==> src/rtl/iddmm_pkg.sv <==
// ============================================================================
//  iddmm_pkg : constants and helpers shared across the IDDMM datapath
//  Rev 1.0   : initial release
// ============================================================================
`default_nettype none

package iddmm_pkg;

   localparam int WIDTH_129 = 129;
   localparam int SUB_CHUNK = 64;

   function automatic int ceil_div(input int n, input int d);
      return (n + d - 1) / d;
   endfunction

endpackage

`default_nettype wire

==> src/rtl/simple_p3sub129_if.sv <==
// ============================================================================
//  simple_p3sub129_if : valid/ready operand and result bus of the subtractor
//  Rev 1.0            : initial release
// ============================================================================
`default_nettype none

interface simple_p3sub129_if
   import iddmm_pkg::*;
#(
   parameter int WIDTH = WIDTH_129
);

   logic             in_valid;
   logic             in_ready;
   logic [WIDTH-1:0] ain;
   logic [WIDTH-1:0] bin;
   logic             out_valid;
   logic             out_ready;
   logic [WIDTH-1:0] diff;
   logic             borrow;

   modport master (
      output in_valid, ain, bin, out_ready,
      input  in_ready, out_valid, diff, borrow
   );

   modport slave (
      input  in_valid, ain, bin, out_ready,
      output in_ready, out_valid, diff, borrow
   );

endinterface

`default_nettype wire

==> src/rtl/sub_slice_stage.sv <==
// ============================================================================
//  sub_slice_stage : one registered slice of the borrow-chain subtractor
//  Rev 1.0         : initial release
// ============================================================================
`default_nettype none

module sub_slice_stage #(
   parameter int SW = 64
) (
   input  logic          clk,
   input  logic          rst,
   input  logic          i_en,
   input  logic [SW-1:0] i_a,
   input  logic [SW-1:0] i_b,
   input  logic          i_borrow,
   input  logic          i_valid,
   output logic [SW-1:0] o_d,
   output logic          o_borrow,
   output logic          o_valid
);

   // One extra bit on top captures the borrow out of this slice.
   logic [SW:0] w_res;

   assign w_res = {1'b0, i_a} - {1'b0, i_b} - {{SW{1'b0}}, i_borrow};

   always_ff @(posedge clk or posedge rst) begin
      if (rst) begin
         o_d      <= '0;
         o_borrow <= 1'b0;
         o_valid  <= 1'b0;
      end else if (i_en) begin
         o_d      <= w_res[SW-1:0];
         o_borrow <= w_res[SW];
         o_valid  <= i_valid;
      end
   end

endmodule

`default_nettype wire

==> src/rtl/simple_p3sub129.sv <==
// ============================================================================
//  simple_p3sub129 : pipelined WIDTH-bit subtractor, one CHUNK slice per stage
//  Rev 1.0         : initial release
// ============================================================================
`default_nettype none

module simple_p3sub129
   import iddmm_pkg::*;
#(
   parameter int WIDTH = WIDTH_129,
   parameter int CHUNK = SUB_CHUNK
) (
   input  logic               clk,
   input  logic               rst,
   simple_p3sub129_if.slave   bus
);

   localparam int NSTG = ceil_div(WIDTH, CHUNK);

   logic w_adv;

   // Whole-pipe stall: every stage moves together or not at all.
   assign w_adv       = !bus.out_valid || bus.out_ready;
   assign bus.in_ready = w_adv;

   for (genvar k = 0; k < NSTG; k++) begin : g_stg
      localparam int LO = k * CHUNK;
      localparam int HI = (k == NSTG - 1) ? WIDTH - 1 : LO + CHUNK - 1;
      localparam int SW = HI - LO + 1;

      // Operand bits from this slice upward, as seen by this stage.
      logic [WIDTH-LO-1:0] w_a_hi;
      logic [WIDTH-LO-1:0] w_b_hi;
      logic                w_bi;
      logic                w_vi;
      logic [SW-1:0]       w_d;
      logic                w_bo;
      logic                w_vo;
      logic [HI:0]         w_dacc;

      if (k == 0) begin : g_head
         assign w_a_hi = bus.ain;
         assign w_b_hi = bus.bin;
         assign w_bi   = 1'b0;
         assign w_vi   = bus.in_valid;
         assign w_dacc = w_d;
      end else begin : g_body
         logic [LO-1:0] r_dlo;

         assign w_a_hi = g_stg[k-1].g_up.r_a_up;
         assign w_b_hi = g_stg[k-1].g_up.r_b_up;
         assign w_bi   = g_stg[k-1].w_bo;
         assign w_vi   = g_stg[k-1].w_vo;
         assign w_dacc = {w_d, r_dlo};

         always_ff @(posedge clk or posedge rst) begin
            if (rst) begin
               r_dlo <= '0;
            end else if (w_adv) begin
               r_dlo <= g_stg[k-1].w_dacc;
            end
         end
      end

      if (k < NSTG - 1) begin : g_up
         logic [WIDTH-HI-2:0] r_a_up;
         logic [WIDTH-HI-2:0] r_b_up;

         always_ff @(posedge clk or posedge rst) begin
            if (rst) begin
               r_a_up <= '0;
               r_b_up <= '0;
            end else if (w_adv) begin
               r_a_up <= w_a_hi[WIDTH-LO-1:SW];
               r_b_up <= w_b_hi[WIDTH-LO-1:SW];
            end
         end
      end

      sub_slice_stage #(
         .SW (SW)
      ) u_slice (
         .clk      (clk),
         .rst      (rst),
         .i_en     (w_adv),
         .i_a      (w_a_hi[SW-1:0]),
         .i_b      (w_b_hi[SW-1:0]),
         .i_borrow (w_bi),
         .i_valid  (w_vi),
         .o_d      (w_d),
         .o_borrow (w_bo),
         .o_valid  (w_vo)
      );
   end

   assign bus.diff      = g_stg[NSTG-1].w_dacc;
   assign bus.borrow    = g_stg[NSTG-1].w_bo;
   assign bus.out_valid = g_stg[NSTG-1].w_vo;

endmodule

`default_nettype wire

==> src/flat_wrapper.sv <==
// flat-port wrapper written by rule: the top's interface ports become plain ports
module simple_p3sub129_flat import iddmm_pkg::*;
#(
   parameter int WIDTH = WIDTH_129,
   parameter int CHUNK = SUB_CHUNK
)
  (clk, rst, bus_in_valid, bus_ain, bus_bin, bus_out_ready, bus_in_ready, bus_out_valid, bus_diff, bus_borrow);
  simple_p3sub129_if #(.WIDTH(WIDTH)) bus_i ();
  input  logic clk;
  input  logic rst;
  input wire logic [$bits(bus_i.in_valid)-1:0] bus_in_valid;
  input wire logic [$bits(bus_i.ain)-1:0] bus_ain;
  input wire logic [$bits(bus_i.bin)-1:0] bus_bin;
  input wire logic [$bits(bus_i.out_ready)-1:0] bus_out_ready;
  output wire logic [$bits(bus_i.in_ready)-1:0] bus_in_ready;
  output wire logic [$bits(bus_i.out_valid)-1:0] bus_out_valid;
  output wire logic [$bits(bus_i.diff)-1:0] bus_diff;
  output wire logic [$bits(bus_i.borrow)-1:0] bus_borrow;
  assign bus_i.in_valid = bus_in_valid;
  assign bus_i.ain = bus_ain;
  assign bus_i.bin = bus_bin;
  assign bus_i.out_ready = bus_out_ready;
  assign bus_in_ready = bus_i.in_ready;
  assign bus_out_valid = bus_i.out_valid;
  assign bus_diff = bus_i.diff;
  assign bus_borrow = bus_i.borrow;
  simple_p3sub129 #(.WIDTH(WIDTH), .CHUNK(CHUNK)) u_core (.clk(clk), .rst(rst), .bus(bus_i));
endmodule
==> config.mk <==
export PLATFORM = sky130hd
export DESIGN_NAME = simple_p3sub129_flat
export DESIGN_NICKNAME = d
export VERILOG_FILES = /design/src/rtl/iddmm_pkg.sv /design/src/rtl/simple_p3sub129_if.sv /design/src/rtl/sub_slice_stage.sv /design/src/rtl/simple_p3sub129.sv /design/src/flat_wrapper.sv
export SDC_FILE = /design/constraint.sdc
export NUM_CORES = 1
export LEC_CHECK = 0
export ABC_AREA = 1
export CAP_MARGIN = 10
export CORE_ASPECT_RATIO = 0.75
export CORE_MARGIN = 4
export CORE_UTILIZATION = 50
export DETAILED_ROUTE_END_ITERATION = 8
export HOLD_SLACK_MARGIN = 0.06
export PLACE_DENSITY = 0.7
export SYNTH_ARGS = -nofsm -noshare
export SYNTH_HDL_FRONTEND = slang
export SYNTH_SLANG_ARGS = --single-unit
==> constraint.sdc <==
create_clock -name clk -period 21.6 [get_ports clk]
set_input_delay 5.4 -clock clk [delete_from_list [all_inputs] [get_ports clk]]
set_output_delay 5.4 -clock clk [all_outputs]
set_load 0.02 [all_outputs]
---- Yosys cells after proc, flatten, opt, wreduce, memory -nomap -nowiden ----
Cells that the tools add are included.
operators by class
  reductions and logical operators ........ 2
  add/subtract/negate cells ............... 5
operators by type and width
  operator                      count
  subtractor 64 x 64 -> 65 bit  2
  subtractor 65 x 1 -> 65 bit   1
  subtractor 1 x 1 -> 2 bit     1
  subtractor 2 x 1 -> 2 bit     1
  zero test 1 bit               1
  logical OR 1 bit              1
word-level totals
  input port bits ......................... 262
  register bits ........................... 459
  output and inout port bits .............. 132
  logic and storage cells ................. 22

---- Logic depth before layout (Yosys ltp) ----
  depth in word-level cells ............... 2
  depth in mapped cells ................... 22
  gate-level depth less buffers ........... 22

---- By module ----
Synthesis repeated with hierarchy kept, for this count alone.
unflattened totals
  cells, all modules ...................... 4,950
  area, all modules ....................... 32,391.1 um^2
modules (own cells, without submodules)
  module                                      instances  seq. area each (um^2)  cells an instance  area each (um^2)
  simple_p3sub129                             1          8,107.8                1,407              12,768.5
  sub_slice_stage at u_core.g_stg[0].u_slice  1          1,651.6                1,763              9,759.4
  sub_slice_stage at u_core.g_stg[1].u_slice  1          1,651.6                1,763              9,719.3
  sub_slice_stage at u_core.g_stg[2].u_slice  1          75.1                   17                 143.9

---- Worst setup path before layout ----
OpenSTA, ideal clock, no wires.
  path type ............................... input -> output
  start point ............................. in bus_out_ready
  end point ............................... out bus_in_ready
  arrival ................................. 6.190 ns
  required time ........................... 16.200 ns
  setup slack ............................. 10.010 ns
  stages .................................. 5
  buffers on the path ..................... 3
  cells stage by stage .................... nor2_1 -> buf_2 -> inv_2 -> clkbuf_1 -> buf_2
on the way
  word-level cells in the longest chain between the ends .. 1
ends and longest elaborated chain
  what              line                   text
  start, declared   flat_wrapper.sv:14     input wire logic [$bits(bus_i.out_ready)-1:0] bus_out_ready;
  logical OR 1 bit  simple_p3sub129.sv:23  assign w_adv = !bus.out_valid || bus.out_ready;
  end, declared     flat_wrapper.sv:15     output wire logic [$bits(bus_i.in_ready)-1:0] bus_in_ready;
No other way between the ends.

---- Final worst setup path ----
Ends and elaborated chain as after synthesis.

==> results.sh <==
export IMPL_antenna_found_initial=0
export IMPL_dp_cells=5704
export IMPL_first_pass_iters=6
export IMPL_cts_made_buffers=47
export IMPL_worstPathRequired_ns=16.20
export IMPL_rsz0062_at_grt="no"
export IMPL_setup_tns_ns=0
export IMPL_dieArea_sq_mm=0.0643
export IMPL_syn_area_per_cell_sq_um=6.54
export IMPL_boundaryPins=394
export IMPL_clk_pin_slew_worst_paths_ns=0.06
export IMPL_io_buffers=393
export IMPL_postCtsSetupRepairBufs=0
export IMPL_drv_cap=0
export IMPL_area_growth_pct=20.4
export IMPL_clockBufferDepth=3
export IMPL_start_kind="input port"
export IMPL_viasPerCell=4.86
export IMPL_initial_core_util=0.508
export IMPL_grt_pass1_wl_um=143000
export IMPL_max_freq_mhz=76.6
export IMPL_synth_seq_area_share=0.381
export IMPL_final_setup_worst_slack_ns=8.54
export IMPL_die_w_um=292
export IMPL_final_hold_violation_count=0
export IMPL_fillers=5760
export IMPL_routed_wl_um=91800
export IMPL_drtIter0Drc=2205
export IMPL_nets=5419
export IMPL_syn_area_sq_mm=0.0302
export IMPL_cts_root_buf="clkbuf_16"
export IMPL_critPathArrivalTime_ns=7.66
export IMPL_p_sw_frac=0.460
export IMPL_htree_levels=2
export IMPL_path_class="in -> out"
export IMPL_irDropWorstVdd_v=0.0000728
export IMPL_cts_sinks=459
export IMPL_drive_gt1_frac=0.0327
export IMPL_dpl_hpwl_um=72400
export IMPL_cp_max_fo=82
export IMPL_ys_ff_latch=459
export IMPL_end_kind="primary output"
export IMPL_synth_net_count=5065
export IMPL_grt_ovfl_total=0
export IMPL_slew_headroom=0.318
export IMPL_p_int_uw=2570
export IMPL_wl_per_cell_um=15.9
export IMPL_core_sq_mm=0.0593
export IMPL_synth_warnings=0
export IMPL_num_vias=28100
export IMPL_synth_cells=4609
export IMPL_n_antenna_cell=0
export IMPL_power_switching_uw=2190
export IMPL_grt_pass1_vias=26600
export IMPL_grt_max_degree=127
export IMPL_power_density_mw_per_mm2=131
export IMPL_holdCritPathClass="reg -> reg"
export IMPL_die_h_um=221
export IMPL_ctsHoldBuffers=0
export IMPL_skew_ns=0.0240
export IMPL_seqPwrFrac=0.296
export IMPL_status="completed"
export IMPL_drc=0
export IMPL_place_worst_setup_slack_ns=8.55
export IMPL_grt_usage=0.280
export IMPL_ant_nets=0
export IMPL_yosys_cell_types_count=31
export IMPL_report_final_slew_viol_count=0
export IMPL_cts_resized=0
export IMPL_finalSetupViolCount=0
export IMPL_fin_crit_ns=13.06
export IMPL_combPwrFrac=0.532
export IMPL_tritoncts="yes"
export IMPL_stdcell_count=5782
export IMPL_gp_congestion=0.990
export IMPL_pwr_share_clk=0.172
export IMPL_post_route_period_util=0.605
export IMPL_tightest_slew_ns=1.02
export IMPL_row_count=77
export IMPL_insertion_delay_ns=0.60
export IMPL_p_leak_uw=0.0207
## critical path, cell delays in order
cell and delay (ns):
clkdlybuf4s50_1 0.45, nor2_4 0.12, buf_4 0.60, inv_8 0.34
clkdlybuf4s50_1 0.65
## synthesized netlist by cell type
library cell	number	share of area
nand2_1	1978	0.25
inv_1	962	0.12
dfrtp_1	459	0.38
o21ai_0	228	0.038
nor2_1	208	0.026
ha_1	190	0.079
nand3_1	155	0.026
a21oi_1	82	0.014
clkbuf_1	71	0.0088
xnor2_1	58	0.017
o21ai_1	34	0.0056
nand2_2	28	0.0058
nand4_1	22	0.0046
nor3_1	21	0.0035
buf_2	20	0.0033
nor2_2	19	0.0039
nand3b_1	18	0.0045
buf_1	10	0.0012
nor3_2	8	0.0027
nand3_2	7	0.0023
inv_2	6	0.00075
clkinv_1	5	0.00062
fa_1	4	0.0027
nor4_1	3	0.00062
or2_2	3	0.00062
a31oi_1	2	0.00041
and3_1	2	0.00041
nor3_4	2	0.0011
o21bai_1	2	0.00050
a21o_1	1	0.00025
buf_4	1	0.00025
## path summary, 6_finish.rpt
check	start	to	slack (ns)	cells after the start
hold reg to reg	u_core.g_stg[1].u_slice.o_valid$_DFFE_PP0P_	u_core.g_stg[2].u_slice.o_valid$_DFFE_PP0P_	0.45	2
max in group asynchronous	rst	u_core.g_stg[1].g_body.r_dlo[47]$_DFFE_PP0P_	13.04	5
setup / recovery	bus_out_ready	bus_in_ready	8.54	5
setup reg to reg	u_core.g_stg[0].u_slice.o_borrow$_DFFE_PP0P_	u_core.g_stg[1].u_slice.o_d[60]$_DFFE_PP0P_	18.13	21
min in group asynchronous	rst	u_core.g_stg[0].g_up.r_b_up[13]$_DFFE_PP0P_	5.39	2
hold / removal	u_core.g_stg[1].u_slice.o_valid$_DFFE_PP0P_	u_core.g_stg[2].u_slice.o_valid$_DFFE_PP0P_	0.45	2
## cell usage in the layout, fill, tap and decap left out, types with 18 or more instances in the layout
| cell type | Yosys | final |
|---|---|---|
| nor2_1 | 208 | 207 |
| o21ai_1 | 34 | 34 |
| nand4_1 | 22 | 22 |
| o21ai_0 | 228 | 228 |
| xnor2_1 | 58 | 58 |
| clkdlybuf4s50_1 | 0 | 393 |
| nor3_1 | 21 | 21 |
| nand3b_1 | 18 | 18 |
| nand3_1 | 155 | 155 |
| clkbuf_16 | 0 | 48 |
| ha_1 | 190 | 190 |
| nor2_2 | 19 | 19 |
| nand2_2 | 28 | 28 |
| dfrtp_1 | 459 | 459 |
| a21oi_1 | 82 | 82 |
| nand2_1 | 1978 | 1978 |
| inv_1 | 962 | 961 |
## flip-flops by register name, summed over array words and instances, names as in the netlist
name,flops
u_core.g_stg.g_body.r_dlo,192
u_core.g_stg.u_slice.o_d,129
u_core.g_stg.g_up.r_a_up,66
u_core.g_stg.g_up.r_b_up,66
u_core.g_stg.u_slice.o_borrow,3
u_core.g_stg.u_slice.o_valid,3
## cells by family after synthesis
family	count (synthesis)	synth area share
DFF	459	0.381
AOI/OAI and AO/OA	349	0.0582
xor gates and xnor gates	58	0.0168
and+or+nand+nor	2474	0.328
adders and majority gates	194	0.0815
buffers and inverters	1075	0.135
## stage by stage
step | area [sq um] | power, uW | utilization | hold WS [ns]
2_1_floorplan | 30200 | 3000 | - | 0.420
3_3_place_gp | 34800 | 3890 | 0.586 | 0.433
3_5_place_dp | 34800 | 3920 | 0.586 | 0.447
4_1_cts | 36300 | 4760 | 0.612 | 0.462
5_1_grt | 36300 | 5140 | 0.612 | 0.492
6_report | 36300 | 4750 | 0.612 | 0.453
## per-layer routing
| layer | vias to the layer above | global-route usage | share of wire |
|---|---|---|---|
| met5 | - | 0 | 0 |
| li1 | 14400 | - | - |
| met1 | 12800 | 0.413 | 0.48 |
| met4 | 0 | 0.0631 | 0.021 |
| met3 | 105 | 0.0454 | 0.072 |
| met2 | 837 | 0.436 | 0.43 |
## power by group through the flow
stage	combinational, uW	clock, uW	sequential (uW)
after floorplan	1500	0	1500
after global placement	2470	0	1410
after detailed placement	2510	0	1410
after CTS	2520	837	1410
after global routing	2830	872	1440
final	2530	820	1410
## final cells by class
type / instances / area (sq um) / area share
tap: 790 / 988 / 0.0272
multi-input combinational: 3075 / 14600 / 0.403
clock buffer: 59 / 1310 / 0.0362
timing repair buffer: 407 / 4040 / 0.111
clock inverter: 19 / 196 / 0.00541
inverter: 973 / 3670 / 0.101
sequential: 459 / 11500 / 0.316
Power figures use the tool's default switching activity.
